[src/rtl/seq_match_ctrl.sv]
// seq_match_ctrl: byte-in / bit-serial pattern match controller.
// A byte taken over valid/ready is shifted MSB-first, one bit per cycle,
// into a PAT_W-bit history that is compared against a programmable pattern.
// Matches are counted with saturation. A sticky irq is raised when the count
// reaches a programmable nonzero threshold.
// Optional feature macro: SEQ_MATCH_OVERLAP_EN. When it is defined, history is
// kept after a match, so overlapping occurrences are counted. When it is
// undefined, history is cleared on every match.
module seq_match_ctrl #(
  parameter int               PAT_W   = 4,
  parameter int               CNT_W   = 8,
  parameter logic [PAT_W-1:0] PAT_RST = 4'b0101
) (
  input  logic             clk,
  input  logic             reset,
  input  logic             cfg_we,
  input  logic [PAT_W-1:0] cfg_pattern,
  input  logic [CNT_W-1:0] cfg_thresh,
  input  logic             in_valid,
  input  logic [7:0]       in_data,
  output logic             in_ready,
  input  logic             irq_clr,
  output logic             busy,
  output logic             match,
  output logic [CNT_W-1:0] match_cnt,
  output logic             irq
);

  typedef enum logic [0:0] {ST_IDLE = 1'b0, ST_SHIFT = 1'b1} state_e;

  localparam int               HL_W    = $clog2(PAT_W + 1);
  localparam logic [HL_W-1:0]  HL_FULL = HL_W'(PAT_W);
  localparam logic [CNT_W-1:0] CNT_MAX = {CNT_W{1'b1}};

  state_e           state_q, state_d;
  logic [7:0]       shreg_q, shreg_d;
  logic [2:0]       bit_idx_q, bit_idx_d;
  logic [PAT_W-1:0] pattern_q, pattern_d;
  logic [CNT_W-1:0] thresh_q, thresh_d;
  logic [PAT_W-1:0] hist_q, hist_d;
  logic [HL_W-1:0]  hlen_q, hlen_d;
  logic [CNT_W-1:0] cnt_q, cnt_d;
  logic             match_q, match_d;
  logic             irq_q, irq_d;
  logic             busy_q, busy_d;

  logic             in_ready_s;
  logic             accept_s;
  logic             bit_s;
  logic [PAT_W-1:0] hist_upd_s;
  logic [HL_W-1:0]  hlen_upd_s;
  logic             hit_s;
  logic [CNT_W-1:0] cnt_inc_s;
  logic             irq_set_s;
  logic             irq_base_s;

  // Handshake: idle accepts unless config has the cycle; shift accepts on its last bit.
  always_comb begin
    in_ready_s = 1'b0;
    case (state_q)
      ST_IDLE:  in_ready_s = ~cfg_we;
      ST_SHIFT: in_ready_s = (bit_idx_q == 3'd0);
      default:  in_ready_s = 1'b0;
    endcase
    accept_s = in_valid & in_ready_s;
  end

  // Datapath: the bit consumed this cycle, updated history and the match/irq decision.
  always_comb begin
    bit_s      = shreg_q[7];
    hist_upd_s = {hist_q[PAT_W-2:0], bit_s};
    if (hlen_q == HL_FULL) begin
      hlen_upd_s = HL_FULL;
    end else begin
      hlen_upd_s = hlen_q + HL_W'(1);
    end
    hit_s = (state_q == ST_SHIFT) && (hlen_upd_s == HL_FULL) && (hist_upd_s == pattern_q);
    if (cnt_q == CNT_MAX) begin
      cnt_inc_s = CNT_MAX;
    end else begin
      cnt_inc_s = cnt_q + CNT_W'(1);
    end
    irq_set_s  = hit_s && (thresh_q != {CNT_W{1'b0}}) && (cnt_inc_s == thresh_q);
    irq_base_s = irq_clr ? 1'b0 : irq_q;
  end

  // Next-state logic for the IDLE/SHIFT controller and all registered outputs.
  always_comb begin
    state_d   = state_q;
    shreg_d   = shreg_q;
    bit_idx_d = bit_idx_q;
    pattern_d = pattern_q;
    thresh_d  = thresh_q;
    hist_d    = hist_q;
    hlen_d    = hlen_q;
    cnt_d     = cnt_q;
    match_d   = 1'b0;
    irq_d     = irq_base_s;
    case (state_q)
      ST_IDLE: begin
        if (cfg_we) begin
          pattern_d = cfg_pattern;
          thresh_d  = cfg_thresh;
          hist_d    = {PAT_W{1'b0}};
          hlen_d    = {HL_W{1'b0}};
          cnt_d     = {CNT_W{1'b0}};
          irq_d     = 1'b0;
        end else if (accept_s) begin
          shreg_d   = in_data;
          bit_idx_d = 3'd7;
          state_d   = ST_SHIFT;
        end else begin
          state_d   = ST_IDLE;
        end
      end
      ST_SHIFT: begin
        shreg_d = {shreg_q[6:0], 1'b0};
        if (hit_s) begin
          match_d = 1'b1;
          cnt_d   = cnt_inc_s;
`ifdef SEQ_MATCH_OVERLAP_EN
          hist_d  = hist_upd_s;
          hlen_d  = hlen_upd_s;
`else
          hist_d  = {PAT_W{1'b0}};
          hlen_d  = {HL_W{1'b0}};
`endif
          if (irq_set_s) begin
            irq_d = 1'b1;
          end else begin
            irq_d = irq_base_s;
          end
        end else begin
          match_d = 1'b0;
          hist_d  = hist_upd_s;
          hlen_d  = hlen_upd_s;
        end
        if (bit_idx_q == 3'd0) begin
          if (accept_s) begin
            shreg_d   = in_data;
            bit_idx_d = 3'd7;
            state_d   = ST_SHIFT;
          end else begin
            bit_idx_d = 3'd0;
            state_d   = ST_IDLE;
          end
        end else begin
          bit_idx_d = bit_idx_q - 3'd1;
        end
      end
      default: begin
        state_d = ST_IDLE;
      end
    endcase
    busy_d = (state_d == ST_SHIFT);
  end

  // State register with synchronous active-high reset.
  always_ff @(posedge clk) begin
    if (reset) begin
      state_q   <= ST_IDLE;
      shreg_q   <= 8'd0;
      bit_idx_q <= 3'd0;
      pattern_q <= PAT_RST;
      thresh_q  <= {CNT_W{1'b0}};
      hist_q    <= {PAT_W{1'b0}};
      hlen_q    <= {HL_W{1'b0}};
      cnt_q     <= {CNT_W{1'b0}};
      match_q   <= 1'b0;
      irq_q     <= 1'b0;
      busy_q    <= 1'b0;
    end else begin
      state_q   <= state_d;
      shreg_q   <= shreg_d;
      bit_idx_q <= bit_idx_d;
      pattern_q <= pattern_d;
      thresh_q  <= thresh_d;
      hist_q    <= hist_d;
      hlen_q    <= hlen_d;
      cnt_q     <= cnt_d;
      match_q   <= match_d;
      irq_q     <= irq_d;
      busy_q    <= busy_d;
    end
  end

  assign in_ready  = in_ready_s;
  assign busy      = busy_q;
  assign match     = match_q;
  assign match_cnt = cnt_q;
  assign irq       = irq_q;

endmodule

[config.mk]
export PLATFORM = sky130hd
export DESIGN_NAME = seq_match_ctrl
export DESIGN_NICKNAME = d
export VERILOG_FILES = /design/src/rtl/seq_match_ctrl.sv
export SDC_FILE = /design/constraint.sdc
export NUM_CORES = 1
export LEC_CHECK = 0
export BUFFER_PORTS_ARGS = -buffer_cell sky130_fd_sc_hd__buf_2
export CORE_MARGIN = 1.5
export CORE_UTILIZATION = 50
export CTS_BUF_LIST = sky130_fd_sc_hd__clkbuf_8
export CTS_CLUSTER_SIZE = 20
export DETAILED_ROUTE_END_ITERATION = 8
export MAX_ROUTING_LAYER = met4
export PLACE_DENSITY = 0.73
export SYNTH_ARGS = -nofsm -noshare
export SYNTH_HDL_FRONTEND = slang
export SYNTH_SLANG_ARGS = --single-unit
[constraint.sdc]
create_clock -name clk -period 1.9 [get_ports clk]
set_input_delay 0.095 -clock clk [delete_from_list [all_inputs] [get_ports clk]]
set_output_delay 0.095 -clock clk [all_outputs]
set_load 0.02 [all_outputs]
==> results_dict.tcl <==
set metrics [dict create \
    final_antenna_net_count 0 \
    period_needed_ns 1.733 \
    period_share_pct 91.19 \
    critical_path_class "flip-flop to flip-flop" \
    drtPass1Iterations 4 \
    grt_first_pass_wirelength_mm 7.948 \
    clockBufferDepth 2 \
    pin_count 37 \
    grt-ovfl-total 0 \
    io_buffers 36 \
    gp_congestion 0.9138 \
    layout.nets 335 \
    wl_met3_um 259 \
    finalSetupViolCount 0 \
    postCtsSetupBuffers 0 \
    cts_root_buffer "clkbuf_8" \
    postLayoutCellArea_um2 2421 \
    dr_wl_met2_mm 2.076 \
    worst-path-max-fanout 10 \
    syn_area_um2 2024 \
    cts_sinks 40 \
    peakVddDrop_uv 599.3 \
    seq_area_um2 803.3 \
    grt_util_all_layers_pct 23.85 \
    highest_layer "met4" \
    end_kind "flip-flop" \
    rr_startpoint "match_cnt[3]" \
    hold_depth 3 \
    multi_input_area_um2 1141 \
    syn_area_per_cell_um2 7.639 \
    drv_cap 0 \
    cp-start-kind "flip-flop" \
    fp.dieW_um 66.63 \
    dp.cells 346 \
    antenna_found_initial 0 \
    leakage_nw 1.025 \
    numCtsBuffers 5 \
    place_area_um2 2298 \
    synth-seq-area-share_pct 39.56 \
    layout_commonest_cell "nand2_1" \
    relSlewSlack_pct 66.84 \
    synth_edf_count 0 \
    core-area_um2 3771 \
    final_cell_mix "41 x nand2_1, 38 x dfxtp_1, 36 x buf_2" \
    skew_ns 0.005472 \
    worstSkewPairLatency_ns 0.28 \
    drtIter0Drc 85 \
    timing.rr.end "irq" \
    max_slew.worst_pin.slew_ns 0.4974 \
    dp_hpwl_mm 3.317 \
    fin_cells 354 \
    cp_data_arrival_time_ns 1.96 \
    drv_slew 0 \
    grt_max_degree 27 \
    synthFlopType "dfxtp_1" \
    cts_tree "yes" \
    die_area_um2 4440 \
    viasPerCell 5.548 \
    yosysWarnings 0 \
    status "finished clean" \
    power_density_nw_per_um2 757.0 \
    routed_wl_mm 4.586 \
    synth_cells 265 \
    area_delta_synth_final_pct 19.59 \
    grt_pass1_vias 1788 \
    num_vias 1964 \
    fill_cells 346 \
    ys_ff_latch 40 \
    r2r_slack_ns 0.17 \
    rsz0062_at_grt "false" \
    fmax_ghz 0.5772 \
    drive_gt1_share_pct 21.57 \
    start_util_pct 53.68 \
    fp.dieH_um 66.63 \
    worstHoldStart "cfg_pattern[2]" \
    wl_per_cell_um 12.95 \
    drc_errors 0 \
    clk_transition_reported_paths_ns 0.08 \
    drt-met1-wl_mm 2.226 \
    num_rows 22 \
    diodes 0 \
    hold_class "input port to flip-flop" \
    crit_required_ns 2.12 \
    reg2reg_depth 6 \
    syn_nets 295 \
    htreeDepth 2 \
    holdPathEnd "pattern_q[2]" \
    synth.distinct_cells 41 \
    timing_hold_violations_final 0 \
    synthArstFlopShare_pct 0 \
    fin_setup_tns_ns 0 \
]
==> how the worst max path moves through the flow <==
stage,startpoint,to,slack (ns),cells past startpoint
finish,match_cnt[3],irq,0.17,6
global route,match_cnt[2],irq,0.03,6
CTS,match_cnt[0],irq,0.07,7
detailed placement,match_cnt[0],irq,0.1,7
global placement,match_cnt[0],irq,0.13,7
floorplan,match_cnt[0],irq,0.09,7
==> metal layers <==
| metal | vias to the layer above | track usage [%] |
|---|---|---|
| met3 | 2 | 3.547 |
| met5 | - | - |
| met2 | 50 | 38.88 |
| li1 | 1011 | - |
| met4 | 0 | 5.357 |
| met1 | 901 | 31.45 |
==> cell families after synthesis <==
kind of cell | Yosys count | synth area share (%)
and+or+nand+nor | 120 | 27.50
AOI/OAI and AO/OA | 67 | 20.46
DFF | 40 | 39.56
buffers and inverters | 22 | 4.512
xor gates and xnor gates | 9 | 3.894
adders and majority gates | 5 | 3.090
muxes | 2 | 0.9889
==> cell usage after synthesis, drive strengths merged (2+ instances only) <==
cell type	count	share of area (%)
nand2	41	7.6
dfxtp	40	40
nor2	35	6.5
a21oi	24	5.9
nand3	13	3.2
o21ai	13	3.2
a31oi	10	3.1
inv	8	1.5
nor3	8	2.0
xor2	8	3.5
a311oi	7	3.0
buf	7	1.7
clkbuf	7	1.3
ha	5	3.1
nor3b	4	1.5
a211oi	3	1.1
a22oi	3	1.1
nand2b	3	0.93
nand3b	3	1.1
a21o	2	0.80
and2	2	0.68
and3	2	0.68
and4	2	1.1
mux2i	2	0.99
nor4	2	0.62
o31ai	2	0.74
or3	2	0.62
==> per-stage QoR <==
| stage | util (%) | setup WS, ns | power (mW) | hold WS (ns) |
|---|---|---|---|---|
| 3_3_place_gp | 60.95 | 0.1332 | 1.159 | 0.3156 |
| 5_1_grt | 64.20 | 0.02528 | 1.923 | 0.02662 |
| 3_5_place_dp | 60.95 | 0.09501 | 1.163 | 0.3169 |
| 4_1_cts | 63.90 | 0.07304 | 1.849 | 0.02032 |
| 2_1_floorplan | - | 0.09112 | 1.081 | 0.2193 |
| 6_report | 64.20 | 0.1674 | 1.833 | 0.02127 |
==> registers in the layout, indices dropped and copies added, names as in the netlist <==
signal     cells
bit_idx_q      3
irq            1
hist_q         3
match_cnt      8
thresh_q       8
hlen_q         3
busy           1
shreg_q        8
pattern_q      4
match          1
==> area by class of cell <==
| class | count | area share, % |
|---|---|---|
| multi-input cells | 203 | 47.13 |
| flip-flops and latches | 40 | 33.18 |
| repair buffers | 47 | 11.37 |
| clock buffers | 5 | 2.842 |
| well taps | 48 | 2.481 |
| clock inverters | 3 | 1.757 |
| inverters | 8 | 1.240 |
==> power by group <==
group	leakage [nW]	internal, mW	switching, mW	total (mW)
sequential	0.328	0.879	0.0288	0.908
combinational	0.643	0.0993	0.139	0.238
clock	0.0541	0.389	0.299	0.687
==> worst max-delay path: stages (launching register included) <==
cell and delay [ns]:
dfxtp_1 0.52, nand2_1 0.15, nor3_1 0.29, mux2i_1 0.32, xor2_1 0.17, o21ai_1 0.08
o21ai_1 0.12
==> repair_timing <==
item                       in CTS  in global routing
hold buffers                    0                  0
setup endpoints to repair       0                  2
gates resized for setup         0                  4
No activity file was read; power rests on OpenSTA's default activity.
